==> config.mk <==
export PLATFORM = sky130hd
export DESIGN_NAME = seq_divider
export DESIGN_NICKNAME = d
export VERILOG_FILES = /design/src/rtl/seq_divider_pkg.sv /design/src/rtl/seq_divider_cla_sub.sv /design/src/rtl/seq_divider.sv
export SDC_FILE = /design/constraint.sdc
export NUM_CORES = 1
export LEC_CHECK = 0
export CORE_UTILIZATION = 30
export CTS_BUF_LIST = sky130_fd_sc_hd__clkbuf_4 sky130_fd_sc_hd__clkbuf_8
export CTS_CLUSTER_DIAMETER = 150
export DETAILED_ROUTE_END_ITERATION = 16
export PLACE_DENSITY = 0.46
export SETUP_SLACK_MARGIN = 0.1
export SKIP_LAST_GASP = 1
export SLEW_MARGIN = 20
export SYNTH_ARGS = -nofsm -noshare
export SYNTH_HDL_FRONTEND = slang
export SYNTH_SLANG_ARGS = --single-unit
==> constraint.sdc <==
create_clock -name clk -period 4 [get_ports clk]
set_clock_uncertainty 0.15 [all_clocks]
set_input_delay 0.4 -clock clk [delete_from_list [all_inputs] [get_ports clk]]
set_output_delay 0.4 -clock clk [all_outputs]
set_load 0.1 [all_outputs]
==> src/rtl/seq_divider_pkg.sv <==
// Shared definitions for the sequential restoring divider: FSM encodings,
// default operand width and the iteration-counter width helper.
package seq_divider_pkg;

   typedef enum logic [1:0] {
      S_IDLE = 2'd0,
      S_CALC = 2'd1,
      S_DONE = 2'd2
   } state_t;

   localparam int DEFAULT_WIDTH = 8;

   // Counter must be able to hold the value WIDTH itself.
   function automatic int count_width(input int width);
      return $clog2(width + 1);
   endfunction

endpackage

==> src/rtl/seq_divider_cla_sub.sv <==
// Parameterised carry-lookahead subtractor computing a + ~b + 1 with a
// Kogge-Stone prefix network; no_borrow is the final carry-out.
module cla_sub #(
   parameter int W = 9
) (
   input  logic [W-1:0] a,
   input  logic [W-1:0] b,
   output logic [W-1:0] diff,
   output logic         no_borrow
);

   logic [W-1:0] bn;
   logic [W-1:0] p;
   logic [W-1:0] g;
   logic [W-1:0] carry;

   // Bit 0 absorbs the +1 carry-in so the prefix tree needs no separate cin.
   always_comb begin
      logic [W-1:0] gp;
      logic [W-1:0] pp;
      bn = ~b;
      p  = a ^ bn;
      g  = a & bn;
      gp = g;
      pp = p;
      gp[0] = g[0] | p[0];
      for (int d = 1; d < W; d = d * 2) begin
         for (int i = W - 1; i >= d; i--) begin
            gp[i] = gp[i] | (pp[i] & gp[i-d]);
            pp[i] = pp[i] & pp[i-d];
         end
      end
      carry     = {gp[W-2:0], 1'b1};
      diff      = p ^ carry;
      no_borrow = gp[W-1];
   end

endmodule

==> src/rtl/seq_divider.sv <==
// Iterative restoring divider, one quotient bit per clock, start/busy/done
// handshake. Define SEQ_DIVIDER_SIGNED_EN for two's-complement operands.
module seq_divider
   import seq_divider_pkg::*;
#(
   parameter int WIDTH = DEFAULT_WIDTH
) (
   input  logic             clk,
   input  logic             rst,
   input  logic             start,
   input  logic [WIDTH-1:0] dividend,
   input  logic [WIDTH-1:0] divisor,
   output logic             busy,
   output logic             done,
   output logic [WIDTH-1:0] quotient,
   output logic [WIDTH-1:0] remainder,
   output logic             div_by_zero
);

   localparam int CW = count_width(WIDTH);

   state_t           state;
   state_t           state_next;
   logic [CW-1:0]    count;
   logic [WIDTH:0]   prem;
   logic [WIDTH-1:0] dvd;
   logic [WIDTH-1:0] dvs;
   logic             accept;
   logic             divisor_zero;
   logic             last_iter;
   logic [WIDTH:0]   shifted;
   logic [WIDTH:0]   diff;
   logic             no_borrow;
   logic [WIDTH:0]   prem_next;
   logic [WIDTH-1:0] dvd_next;
   logic [WIDTH-1:0] q_result;
   logic [WIDTH-1:0] r_result;
   logic [WIDTH-1:0] dividend_mag;
   logic [WIDTH-1:0] divisor_mag;

`ifdef SEQ_DIVIDER_SIGNED_EN
   logic neg_q;
   logic neg_r;
`endif

   assign accept       = (state == S_IDLE) && start;
   assign divisor_zero = (divisor == '0);
   assign last_iter    = (count == CW'(WIDTH - 1));

   // The dividend register doubles as the quotient shift register.
   always_comb begin
      shifted = (prem << 1) | {{WIDTH{1'b0}}, dvd[WIDTH-1]};
   end

   cla_sub #(
      .W(WIDTH + 1)
   ) u_sub (
      .a        (shifted),
      .b        ({1'b0, dvs}),
      .diff     (diff),
      .no_borrow(no_borrow)
   );

   always_comb begin
      prem_next = no_borrow ? diff : shifted;
      dvd_next  = {dvd[WIDTH-2:0], no_borrow};
   end

`ifdef SEQ_DIVIDER_SIGNED_EN
   // Divide magnitudes, then restore signs; -min/-1 wraps back to min by itself.
   always_comb begin
      dividend_mag = dividend[WIDTH-1] ? -dividend : dividend;
      divisor_mag  = divisor[WIDTH-1]  ? -divisor  : divisor;
      q_result     = neg_q ? -dvd_next : dvd_next;
      r_result     = neg_r ? -prem_next[WIDTH-1:0] : prem_next[WIDTH-1:0];
   end
`else
   always_comb begin
      dividend_mag = dividend;
      divisor_mag  = divisor;
      q_result     = dvd_next;
      r_result     = prem_next[WIDTH-1:0];
   end
`endif

   always_ff @(posedge clk or posedge rst) begin
      if (rst) begin
         state <= S_IDLE;
      end else begin
         state <= state_next;
      end
   end

   always_comb begin
      state_next = state;
      case (state)
         S_IDLE: begin
            if (start) begin
               state_next = divisor_zero ? S_DONE : S_CALC;
            end
         end
         S_CALC: begin
            if (last_iter) begin
               state_next = S_DONE;
            end
         end
         S_DONE:  state_next = S_IDLE;
         default: state_next = S_IDLE;
      endcase
   end

   always_comb begin
      busy = (state == S_CALC);
      done = (state == S_DONE);
   end

   // Result registers only move on the edge that enters DONE.
   always_ff @(posedge clk or posedge rst) begin
      if (rst) begin
         count       <= '0;
         prem        <= '0;
         dvd         <= '0;
         dvs         <= '0;
         quotient    <= '0;
         remainder   <= '0;
         div_by_zero <= 1'b0;
`ifdef SEQ_DIVIDER_SIGNED_EN
         neg_q       <= 1'b0;
         neg_r       <= 1'b0;
`endif
      end else if (accept) begin
         if (divisor_zero) begin
            quotient    <= '1;
            remainder   <= dividend;
            div_by_zero <= 1'b1;
         end else begin
            dvd         <= dividend_mag;
            dvs         <= divisor_mag;
            prem        <= '0;
            count       <= '0;
            div_by_zero <= 1'b0;
`ifdef SEQ_DIVIDER_SIGNED_EN
            neg_q       <= dividend[WIDTH-1] ^ divisor[WIDTH-1];
            neg_r       <= dividend[WIDTH-1];
`endif
         end
      end else if (state == S_CALC) begin
         prem  <= prem_next;
         dvd   <= dvd_next;
         count <= count + 1'b1;
         if (last_iter) begin
            quotient  <= q_result;
            remainder <= r_result;
         end
      end
   end

endmodule

* Word level (Yosys, flattened, before mapping) *
Cells that the tools add are included.

cells by class
  add/subtract/negate cells = 1
  eq/ne operators = 7
  multiplexer cells = 23
  bitwise operators = 54
  reductions and logical operators = 9

operators by type and width
  kind                                                    number
  two-way mux 8 bit                                       15
  bitwise AND 1 bit                                       29
  OR 1 bit                                                19
  two-way mux 4 bit                                       3
  bitwise AND 9 bit                                       1
  NOT 8 -> 9 bit                                          1
  OR 9 x 1 -> 9 bit                                       1
  bitwise XOR 9 bit                                       1
  logical NOT 8 bit                                       1
  bitwise XOR 8 bit                                       1
  two-way mux 2 bit                                       3
  AND reduction 2 bit                                     3
  adder 4 x 1 -> 4 bit (second input constant)            1
  == test 4 x 3 -> 1 bit (second input constant)          1
  inequality test 2 x 1 -> 1 bit (second input constant)  2
  inequality test 2 bit (second input constant)           2
  case mux 2 bit (2 select lines)                         1
  nonzero test 2 bit                                      2
  AND reduction 3 bit                                     1
  == test 2 x 1 -> 1 bit (second input constant)          1
  == test 2 bit (second input constant)                   1
  logical NOT 2 bit                                       1
  logical AND 1 bit                                       1
  two-way mux 1 bit                                       1
  NOT 1 bit                                               1

word-level totals
  register bits = 47
  input bits = 19
  output and inout bits = 19
  logic and storage cells = 102

* Logic depth before layout (Yosys ltp) *
  depth after elaboration = 13
  gate-level depth with buffers = 10
  depth with buffers taken out = 8

* Cells and area by module *
From an unflattened synthesis, not the netlist that was laid out.

second synthesis, totals
  cells, all modules = 233
  area total of the unflattened synthesis = 2533.7 sq um

by module, submodules not included
  module       instances  cells each  area an instance (sq um)  sequential area each (sq um)
  seq_divider  1          182         2159.6                    1176.1
  cla_sub      1          51          374.1                     0.0

* Worst setup path after synthesis *
OpenSTA, ideal clock, no wires.

  path kind = register to register
  start = register state[1]
  end = register remainder[0]
  data arrival time = 2310 ps
  required time = 3781 ps
  path slack = 1470 ps
  cell stages (with the launch flop) = 9
  buffers on the path = 2
  clock period less this slack = 2530 ps
  cells stage by stage = dfrtp_1 -> nand2b_1 -> buf_4 -> inv_2 -> clkbuf_1 -> a21oi_1 -> nor3_1 -> nand3_1 -> nand3_1

on the way
  elaborated cells on any way between the ends = 8
  those cells by class = eq/ne (2); mux (1); reduce/logical (5)

RTL lines
  element                        RTL line            text
  from (decl)                    seq_divider.sv:22   state_t state;
  from (signal assigned)         seq_divider.sv:90   state <= state_next;
  == test 2 x 1 -> 1 bit         -
  via busy                       seq_divider.sv:13   output logic busy,
  nonzero test 2 bit (no line)   -
  AND reduction 3 bit (no line)  -
  to (signal assigned)           seq_divider.sv:134  remainder <= dividend;
  to (signal assigned)           seq_divider.sv:153  remainder <= r_result;
  to (decl)                      seq_divider.sv:16   output logic [WIDTH-1:0] remainder,

The timed path passes the listed nets, and every way through them passes these cells.
A chain may end at the register's enable or synchronous reset.

* Worst setup path in the final report *
  start = input divisor[4]
  end = register prem[0]

on the way
  cells in the longest elaborated chain, start to end = 3

RTL lines
  element                          RTL line            text
  from (decl)                      seq_divider.sv:12   input logic [WIDTH-1:0] divisor,
  logical NOT 8 bit                seq_divider.sv:47   assign divisor_zero = (divisor == '0);
  inequality test 2 bit (no line)  -
  AND reduction 2 bit (no line)    -
  to (signal assigned)             seq_divider.sv:148  prem <= prem_next;
  to (decl)                        seq_divider.sv:25   logic [WIDTH:0] prem;

Every way passes these cells.

==> run metrics <==
outcome=finished clean; number of buffers created by CTS=5; layout cell share with drive strength beyond 1=8.25%; Fmax achieved=374 MHz; worst slew slack as a fraction of its limit=34.8%; hold violation total from the final report=0; cell family with most CP delay=simple AND/OR/NAND/NOR gates; prevailing post-synth register cell=sky130_fd_sc_hd__dfrtp_1; total via count in the routed design=2,170; critical path startpoint category=primary input; CTS tree=built; Post-synth EDFFs=0; routed vias/inst=5.17; post-layout minimum cycle time=2680 ps; max-cap violations=0; top cells by area, synth=sky130_fd_sc_hd__dfrtp_1, sky130_fd_sc_hd__nand2_1, sky130_fd_sc_hd__nor2_1; post-CTS setup buffer count=0; cell with the most instances after synthesis=sky130_fd_sc_hd__dfrtp_1; clock slew at reported path FFs=80 ps; Hold/Removal Path Class=register to register; post-detailed-route wirelength per cell=16.4 um; post-synthesis instance total=284; GRT Util Overall=16.7%; starting density of the core=31.2%; #FFs+latches synth=47; Final Max Tran Viols=0; Total Die Area=0.00900 mm^2; sequential element share of the synthesized area=45.4%; Warnings, synthesis=0; number of global-route vias before repair=2,139; clock insertion delay at the later pin of the skew report=310 ps; placed wire-length estimate=5.03 mm; mean cell area of the mapped netlist=9.12 um^2; Hold Path Stages=2; post-cts gate resize count=0; Clock H-tree levels=2; weighted congestion at the end of routability-driven global placement=0.781; Crit. End Element=register; antenna diode count=0; total wirelength of the detailed-routed design=6.90 mm; critical path data arrival time=2710 ps; Longest Clk Path Bufs=2; Mapped Nets=313; CORE AREA=0.00830 mm^2; slowest CP cell=sky130_fd_sc_hd__or4_4; Hold Crit Start=count[1]; remaining global-route overflow=0; global-route wire length before repair=11.4 mm; clock tree sinks=47; number of buffer and inverter stages on the critical path=1; share of flip-flops with an asynchronous set or reset after synthesis=100%; Slowest Stage Delay on Critical Path=610 ps; launching point of the worst reg2reg path=dvd[7]; summed negative setup slack over all endpoints=0 ps; buffers added on ports=37; unique cell type count in the Yosys netlist=55; violation count after the first detailed-route iteration=124; post-route DRC violation count=0; setup repair after global routing missed its margin=no; area share of the leading cell type in the synthesized netlist=45.4%; worst flop-to-flop path endpoint=prem[3]; library cell used as clock root buffer=sky130_fd_sc_hd__clkbuf_8; critical path fanouts, max=13; FP Rows=33; number of iterations in the first detailed-routing pass=4; Netlist Area Pre-Place=0.00259 mm^2; Tightest Pin Transition=976 ps; number of failing setup endpoints in the final timing report=0; Die Y=94.9 um; area delta synth->final=20.9%; r2r setup slk=1500 ps; CP cell instances=clkdlybuf4s50_1 -> or4_4 -> o21a_1 -> nor2_1 -> a2111oi_0 -> a221o_1; Reg2Reg Depth=7; top cell type by total area after synthesis=sky130_fd_sc_hd__dfrtp_1; Net count, final=343; maximum number of pins on one net before global-route repair=48; antenna violations before repair=0; Final Cycle Share=66.9%; commonest cells in the netlist=sky130_fd_sc_hd__dfrtp_1, sky130_fd_sc_hd__nand2_1, sky130_fd_sc_hd__nor2_1; worst hold endpoint=count[1]; Post-CTS Hold Buffers=0; number of nets still failing antenna checks after routing=0; kind of critical path=primary input to register; required time reported for the critical path endpoint=4040 ps; # IOs=38; width of the die=94.9 um
metrics by stage:
step	util, %	cells	instance area [um^2]	hold slack (ps)	setup slack [ps]
6_report	37.7	420	3130	362	1320
5_1_grt	37.7	420	3130	388	1170
3_3_place_gp	36.5	412	3030	341	970
4_1_cts	37.7	420	3130	367	1280
2_1_floorplan	-	284	2590	315	1470
3_5_place_dp	36.5	412	3030	345	943
worst reg2reg max path, stage by stage, from the launching register on:
cell and delay (ps):
sky130_fd_sc_hd__dfrtp_1 390, sky130_fd_sc_hd__inv_1 100, sky130_fd_sc_hd__ha_1 250, sky130_fd_sc_hd__nor2b_1 180, sky130_fd_sc_hd__o2111ai_1 220, sky130_fd_sc_hd__a31oi_2 490
sky130_fd_sc_hd__nor2_1 240, sky130_fd_sc_hd__o311ai_0 360
layer usage:
metal	global-route usage [%]	vias to the layer above	share of wire (%)
li1	-	1079	-
met1	23.4	1039	51
met2	26.6	43	44
met3	2.98	9	3.4
met4	3.79	0	1.1
met5	0	-	0
registers in the layout, indices dropped and copies added, names as in the netlist:
name / flops
dvd: 8
dvs: 8
prem: 8
quotient: 8
remainder: 8
count: 4
state: 2
div_by_zero: 1
kinds of logic after synthesis:
group                    share of synthesized area [%]
adder cells (fa/ha/maj)                           5.12
XOR/XNOR                                          1.69
buffers and inverters                             5.41
AO/OA/AOI/OAI                                     19.4
AND/OR/NAND/NOR                                   22.1
multiplexers                                     0.822
flip-flops                                        45.4
final cells by class:
class / count / area (um^2)
clock buffer: 6 / 82.6
clock inverter: 2 / 16.3
fill: 868 / 5170
inverter: 14 / 53.8
multi-input combinational: 206 / 1280
sequential: 47 / 1180
tap: 105 / 131
timing repair buffer: 40 / 390
placed cells by master, fill, tap and decap left out, drive strengths merged, types with 13 or more instances in the layout:
cell,netlist,final
dfrtp,47,47
clkdlybuf4s50,0,36
nor2,35,35
nand2,33,33
nor3,18,18
o21ai,16,16
inv,14,13
how the worst max path moves through the flow:
stage / to / cells past startpoint / slack, ps / startpoint
final: prem[0] / 6 / 1320 / divisor[4]
after global routing: prem[0] / 6 / 1170 / divisor[4]
after CTS: prem[1] / 6 / 1280 / divisor[4]
after detailed placement: prem[0] / 6 / 940 / divisor[4]
after global placement: prem[1] / 6 / 970 / divisor[4]
after floorplan: remainder[0] / 8 / 1470 / state[1]
Power is not shown: default switching activity piles up to over one toggle a cycle in this logic, so the estimate is an artifact.
